## config.mk

```make
export PLATFORM = sky130hd
export DESIGN_NAME = ysyx_25040111_mdu
export DESIGN_NICKNAME = d
export VERILOG_FILES = /design/src/rtl/ysyx_25040111_mdu.sv
export SDC_FILE = /design/constraint.sdc
export NUM_CORES = 1
export LEC_CHECK = 0
export BUFFER_PORTS_ARGS = -buffer_cell sky130_fd_sc_hd__clkbuf_2
export CAP_MARGIN = 10
export CORE_AREA = 2 2 175 177
export CTS_CLUSTER_DIAMETER = 50
export DETAILED_ROUTE_END_ITERATION = 6
export DIE_AREA = 0 0 177 179
export GPL_TIMING_DRIVEN = 0
export PLACE_DENSITY = 0.7
export SLEW_MARGIN = 10
export SYNTH_ARGS = -nofsm -noshare
export SYNTH_HDL_FRONTEND = slang
export SYNTH_SLANG_ARGS = --single-unit
```

## constraint.sdc

```tcl
create_clock -name clock -period 5.8 [get_ports clock]
set_clock_uncertainty 0.15 [all_clocks]
set_input_delay 0.87 -clock clock [delete_from_list [all_inputs] [get_ports clock]]
set_output_delay 0.87 -clock clock [all_outputs]
set_load 0.01 [all_outputs]
```

## src/rtl/ysyx_25040111_mdu.sv

```systemverilog
// Iterative RV32M multiply/divide unit with valid/ready issue and result handshakes.
// Define YSYX_25040111_MDU_RADIX4_EN to retire two multiplier bits per cycle.
module ysyx_25040111_mdu #(
  parameter int XLEN  = 32,
  parameter int CNT_W = $clog2(XLEN) + 1
) (
  input  logic            clock,
  input  logic            reset,
  input  logic            in_valid,
  output logic            in_ready,
  input  logic [2:0]      funct3,
  input  logic [XLEN-1:0] rs1,
  input  logic [XLEN-1:0] rs2,
  input  logic [4:0]      rd_in,
  input  logic            flush,
  output logic            out_valid,
  input  logic            out_ready,
  output logic [4:0]      out_rd,
  output logic [XLEN-1:0] out_res,
  output logic            busy
);

  localparam logic [1:0] S_IDLE = 2'd0;
  localparam logic [1:0] S_CALC = 2'd1;
  localparam logic [1:0] S_FIX  = 2'd2;
  localparam logic [1:0] S_DONE = 2'd3;

  localparam logic [2:0] F_MUL    = 3'b000;
  localparam logic [2:0] F_MULH   = 3'b001;
  localparam logic [2:0] F_MULHSU = 3'b010;
  localparam logic [2:0] F_DIV    = 3'b100;
  localparam logic [2:0] F_REM    = 3'b110;

  localparam logic [XLEN-1:0] XMIN = {1'b1, {(XLEN-1){1'b0}}};

`ifdef YSYX_25040111_MDU_RADIX4_EN
  localparam logic [CNT_W-1:0] MUL_ITERS = CNT_W'(XLEN / 2);
`else
  localparam logic [CNT_W-1:0] MUL_ITERS = CNT_W'(XLEN);
`endif
  localparam logic [CNT_W-1:0] DIV_ITERS = CNT_W'(XLEN);

  function automatic logic [XLEN-1:0] neg_x(input logic [XLEN-1:0] v, input logic en);
    return en ? (~v + 1'b1) : v;
  endfunction

  function automatic logic [2*XLEN-1:0] neg_2x(input logic [2*XLEN-1:0] v, input logic en);
    return en ? (~v + 1'b1) : v;
  endfunction

  logic [1:0]        state_q, state_d;
  logic [CNT_W-1:0]  cnt_q, cnt_d;
  logic [2:0]        op_q, op_d;
  logic [4:0]        rd_q, rd_d;
  logic              neg_q, neg_d;
  logic [XLEN-1:0]   m_q, m_d;
  logic [2*XLEN-1:0] acc_q, acc_d;
  logic [XLEN-1:0]   res_q, res_d;
`ifdef YSYX_25040111_MDU_RADIX4_EN
  logic [XLEN+1:0]   m3_q, m3_d;
`endif

  logic            accept, in_div, s1, s2, special;
  logic [XLEN-1:0] abs1, abs2, special_res, fix_res;
  logic [2*XLEN-1:0] mul_next, div_next, prod_fix;
  logic [XLEN:0]   shl, diff;

  assign in_ready = ~flush & ((state_q == S_IDLE) | ((state_q == S_DONE) & out_ready));
  assign accept   = in_valid & in_ready;

  // Operand preparation: magnitudes and result sign for the signed variants
  assign in_div = funct3[2];
  assign s1 = rs1[XLEN-1] & ((funct3 == F_MULH) | (funct3 == F_MULHSU) |
                             (funct3 == F_DIV)  | (funct3 == F_REM));
  assign s2 = rs2[XLEN-1] & ((funct3 == F_MULH) | (funct3 == F_DIV) | (funct3 == F_REM));
  assign abs1 = neg_x(rs1, s1);
  assign abs2 = neg_x(rs2, s2);

  assign special = in_div & ((rs2 == '0) |
                   ((~funct3[0]) & (rs1 == XMIN) & (rs2 == '1)));
  assign special_res = (rs2 == '0) ? (funct3[1] ? rs1 : '1)
                                   : (funct3[1] ? '0  : rs1);

  // One multiply step: conditionally add multiplicand to the high half, shift right
`ifdef YSYX_25040111_MDU_RADIX4_EN
  logic [XLEN+1:0] pp4, sum4;
  always_comb begin
    case (acc_q[1:0])
      2'd0:    pp4 = '0;
      2'd1:    pp4 = {2'b00, m_q};
      2'd2:    pp4 = {1'b0, m_q, 1'b0};
      default: pp4 = m3_q;
    endcase
  end
  assign sum4     = {2'b00, acc_q[2*XLEN-1:XLEN]} + pp4;
  assign mul_next = {sum4, acc_q[XLEN-1:2]};
`else
  logic [XLEN:0] sum2;
  assign sum2     = {1'b0, acc_q[2*XLEN-1:XLEN]} + (acc_q[0] ? {1'b0, m_q} : '0);
  assign mul_next = {sum2, acc_q[XLEN-1:1]};
`endif

  // One restoring-divide step: remainder in the high half, quotient shifts into the low half
  assign shl  = {acc_q[2*XLEN-1:XLEN], acc_q[XLEN-1]};
  assign diff = shl - {1'b0, m_q};
  assign div_next = diff[XLEN] ? {shl[XLEN-1:0], acc_q[XLEN-2:0], 1'b0}
                               : {diff[XLEN-1:0], acc_q[XLEN-2:0], 1'b1};

  assign prod_fix = neg_2x(acc_q, neg_q);
  always_comb begin
    case (op_q)
      F_MUL:                   fix_res = prod_fix[XLEN-1:0];
      3'b001, 3'b010, 3'b011:  fix_res = prod_fix[2*XLEN-1:XLEN];
      3'b100, 3'b101:          fix_res = neg_x(acc_q[XLEN-1:0], neg_q);
      default:                 fix_res = neg_x(acc_q[2*XLEN-1:XLEN], neg_q);
    endcase
  end

  always_comb begin
    state_d = state_q;
    cnt_d   = cnt_q;
    op_d    = op_q;
    rd_d    = rd_q;
    neg_d   = neg_q;
    m_d     = m_q;
    acc_d   = acc_q;
    res_d   = res_q;
`ifdef YSYX_25040111_MDU_RADIX4_EN
    m3_d    = m3_q;
`endif
    if (flush) begin
      state_d = S_IDLE;
    end else begin
      case (state_q)
        S_CALC: begin
          acc_d = op_q[2] ? div_next : mul_next;
          cnt_d = cnt_q - 1'b1;
          if (cnt_q == CNT_W'(1)) state_d = S_FIX;
        end
        S_FIX: begin
          res_d   = fix_res;
          state_d = S_DONE;
        end
        S_DONE: if (out_ready) state_d = S_IDLE;
        default: ;
      endcase
      if (accept) begin
        op_d  = funct3;
        rd_d  = rd_in;
        neg_d = (funct3 == F_REM) ? s1 : (s1 ^ s2);
        m_d   = in_div ? abs2 : abs1;
        acc_d = {{XLEN{1'b0}}, (in_div ? abs1 : abs2)};
        cnt_d = in_div ? DIV_ITERS : MUL_ITERS;
`ifdef YSYX_25040111_MDU_RADIX4_EN
        m3_d  = {2'b00, abs1} + {1'b0, abs1, 1'b0};
`endif
        if (special) begin
          res_d   = special_res;
          cnt_d   = '0;
          state_d = S_DONE;
        end else begin
          state_d = S_CALC;
        end
      end
    end
  end

  always_ff @(posedge clock) begin
    if (reset) begin
      state_q <= S_IDLE;
      cnt_q   <= '0;
      op_q    <= '0;
      rd_q    <= '0;
      neg_q   <= 1'b0;
      m_q     <= '0;
      acc_q   <= '0;
      res_q   <= '0;
`ifdef YSYX_25040111_MDU_RADIX4_EN
      m3_q    <= '0;
`endif
    end else begin
      state_q <= state_d;
      cnt_q   <= cnt_d;
      op_q    <= op_d;
      rd_q    <= rd_d;
      neg_q   <= neg_d;
      m_q     <= m_d;
      acc_q   <= acc_d;
      res_q   <= res_d;
`ifdef YSYX_25040111_MDU_RADIX4_EN
      m3_q    <= m3_d;
`endif
    end
  end

  assign out_valid = (state_q == S_DONE);
  assign out_rd    = rd_q;
  assign out_res   = res_q;
  assign busy      = (state_q != S_IDLE);

endmodule

```

==> results.yml <==
critical_path:
  max_stage_delay_ns: 0.69
  cp_num_cells: 13
  rr_startpoint: "acc_q[32]$_SDFFE_PP0P_"
  critPathLaunchType: "flip-flop"
  cp_top_family: "compound AO/OA/AOI/OAI gates"
  critical_path_buf_inv_count: 4
  crit_slowest_cell: "a311oi_1"
  cp-startpoint: "acc_q[32]$_SDFFE_PP0P_"
  criticalPathCategory: "reg2reg"
  r2r_cells: 13
  cp.required_ns: 6.03
  worst-path-max-fanout: 10
  end_kind: "flip-flop"
  path_cells: "clkbuf_1, inv_1, fa_1, nand2b_1, a21oi_1, o21ai_0, a21oi_1, a311oi_1, xor2_1, clkbuf_1, clkbuf_1, a21oi_1, o21ai_0"
  cp.arrival_ns: 4.83
worst_hold_path:
  hold_start: "out_rd[2]$_SDFFE_PP0P_"
  min_path_cells: 2
  hold_class: "reg2reg"
logic_synthesis:
  synth_cells: 2185
  yosysSeqAreaShare_pct: 19.1
  avgSynthCellArea_um2: 6.96
  async_reset_ff_share_pct: 0
  synth_top_area_cell: "dfxtp_1"
  synthFlopType: "dfxtp_1"
  syn_nets: 2341
  synth_edf_count: 0
  ys_types: 85
  synthesis.area_mm2: 0.0152
  synth_top_area_share_pct: 19.1
  synth-seq-cells: 145
  synth_warnings: 0
  synth.area.top_cells: "dfxtp_1, a21oi_1, nand2_1"
clocking:
  ctsHtreeMaxLevel: 4
  clock_sink_count: 145
  postCtsHoldBufs: 0
  cts_tree: "built"
  cts_resized: 0
  clk_latency_ns: 0.47
  cts-root-buf: "clkbuf_16"
  cts_buffers: 17
  post_cts_buffers: 0
  cts_buffer_depth: 2
  clkSlewWorstSetupHoldPaths_ns: 0.07
sta:
  drv_slew: 0
  max_freq_mhz: 217
  report.final.hold_viol_count: 0
  finalSetupViolCount: 0
  tightest_slew_ns: 1.07
  slew-limit-headroom_pct: 28.0
  min_period_ns: 4.60
  rsz0062_at_grt: "false"
  setup_tns_ns: 0
  post-route-period-util_pct: 79.3
layout:
  syn2layout_area_growth_pct: 11.0
  n_fill_cell: 3018
  final_cell_mix: "nand2_1, nor2_1, a21oi_1"
  layout-drive-gt1-share_pct: 8.24
  fin_util_pct: 56.2
  nNetsFinal: 2472
  layout_commonest_cell: "nand2_1"
  n_antenna_cell: 0
floorplanning:
  io_pins: 117
  fp.dieArea_mm2: 0.0317
  initial_core_util_pct: 50.7
  rows: 64
  core_mm2: 0.0300
  die_h_um: 179
  die_x_um: 177
grt:
  antenna_found_initial: 0
  grt_start_max_net_pins: 17
  grt_usage_pct: 43.3
  grt_pass1_wl_mm: 102
  grt_overflow: 0
  grt_pass1_vias: 16350
drt:
  wl_per_cell_um: 25.6
  drc: 1
  dr.pass1.iters: 7
  vias: 18076
  drtAntennaViolNets: 0
  wl_mm: 69.7
  vias_per_cell: 6.63
  drtIter0Drc: 2612
placed_design:
  dp_hpwl_mm: 55.9
  io_buffers: 112
  place_congestion: 1.03
power:
  power_density_mw_per_mm2: 216
  leakagePower_nw: 6.58
  ir_drop_mv: 0.212
outcome:
  status: "finished with violations"
  violations: "DRC"
flow_run:
  maxCapViolations: 0
-- synth_stat cells (17+ instances only) --
library cell  number
o41ai_1           17
xnor2_1           81
nand3_1           42
o21ai_0          160
o31ai_1           39
o211ai_1          70
a31oi_1           20
or3_1             26
a21o_1            28
a21oi_1          221
mux2i_1           58
a211oi_1          39
ha_1              77
nor3_1            47
dfxtp_1          145
xor2_1            97
a22oi_1           23
nor2_1           222
inv_1             68
clkbuf_1         138
nand2_1          258
nor4_1            22
nand2b_1          29
-- per-stage QoR --
step	cells	cell area (um^2)	power [mW]	setup WS (ns)	hold slack, ns
finish	2725	16900	3.65	1.20	0.303
global placement	2693	16300	2.38	1.57	0.291
detailed placement	2693	16300	2.39	1.53	0.296
floorplan	2185	15200	1.94	2.43	0.282
global route	2725	16900	3.75	1.06	0.321
CTS	2725	16900	3.57	1.49	0.304
-- logic make-up (layout without fill, tap and decap cells) --
family / Yosys count / after routing / share of synthesized area (%)
fa+ha+maj: 83 / 83 / 6.86
buf+inv: 234 / 378 / 6.03
compound gates: 734 / 734 / 30.7
xor+xnor: 178 / 178 / 10.2
flops: 145 / 145 / 19.1
simple gates: 751 / 751 / 23.1
mux: 60 / 60 / 3.96
-- tightest hold or removal path, stage by stage, from the launching register on --
cell	delay (ns)
dfxtp_1	0.31
nand2_1	0.05
a21oi_1	0.05
-- metal layers --
layer / vias to the layer above / track usage (%) / routed length, um
li1: 8185 / - / -
met1: 8421 / 54.5 / 27300
met2: 1193 / 66.6 / 29700
met3: 277 / 11.0 / 7870
met4: 0 / 25.6 / 4840
met5: - / 0 / 0
-- path summary, 6_finish.rpt --
check	end	slack, ns
min reg2reg	out_rd[2]$_SDFFE_PP0P_	0.30
max reg2reg	acc_q[42]$_SDFFE_PP0P_	1.20
max	acc_q[42]$_SDFFE_PP0P_	1.20
min	out_rd[2]$_SDFFE_PP0P_	0.30
-- registers in the layout, summed over array words and instances (netlist names) --
| name | cells |
|---|---|
| acc_q | 64 |
| m_q | 32 |
| out_res | 32 |
| cnt_q | 6 |
| out_rd | 5 |
| op_q | 3 |
| state_q | 2 |
| neg_q | 1 |
-- layout make-up --
cell class / instances / area (um^2) / share of cell area, %
Buffer: 165 / 658 / 3.90
Clock buffer: 19 / 443 / 2.62
Clock inverter: 13 / 168 / 0.993
Inverter: 69 / 259 / 1.53
Multi-Input combinational cell: 1806 / 11400 / 67.5
Sequential cell: 145 / 2900 / 17.2
Tap cell: 396 / 495 / 2.94
Timing Repair Buffer: 112 / 561 / 3.32
-- power breakdown --
part | switching, mW | total (mW) | internal, mW
logic | 0.915 | 1.34 | 0.425
registers | 0.0523 | 1.10 | 1.04
clock network | 0.553 | 1.22 | 0.663
Note: power is estimated with default switching activity, not from simulation.
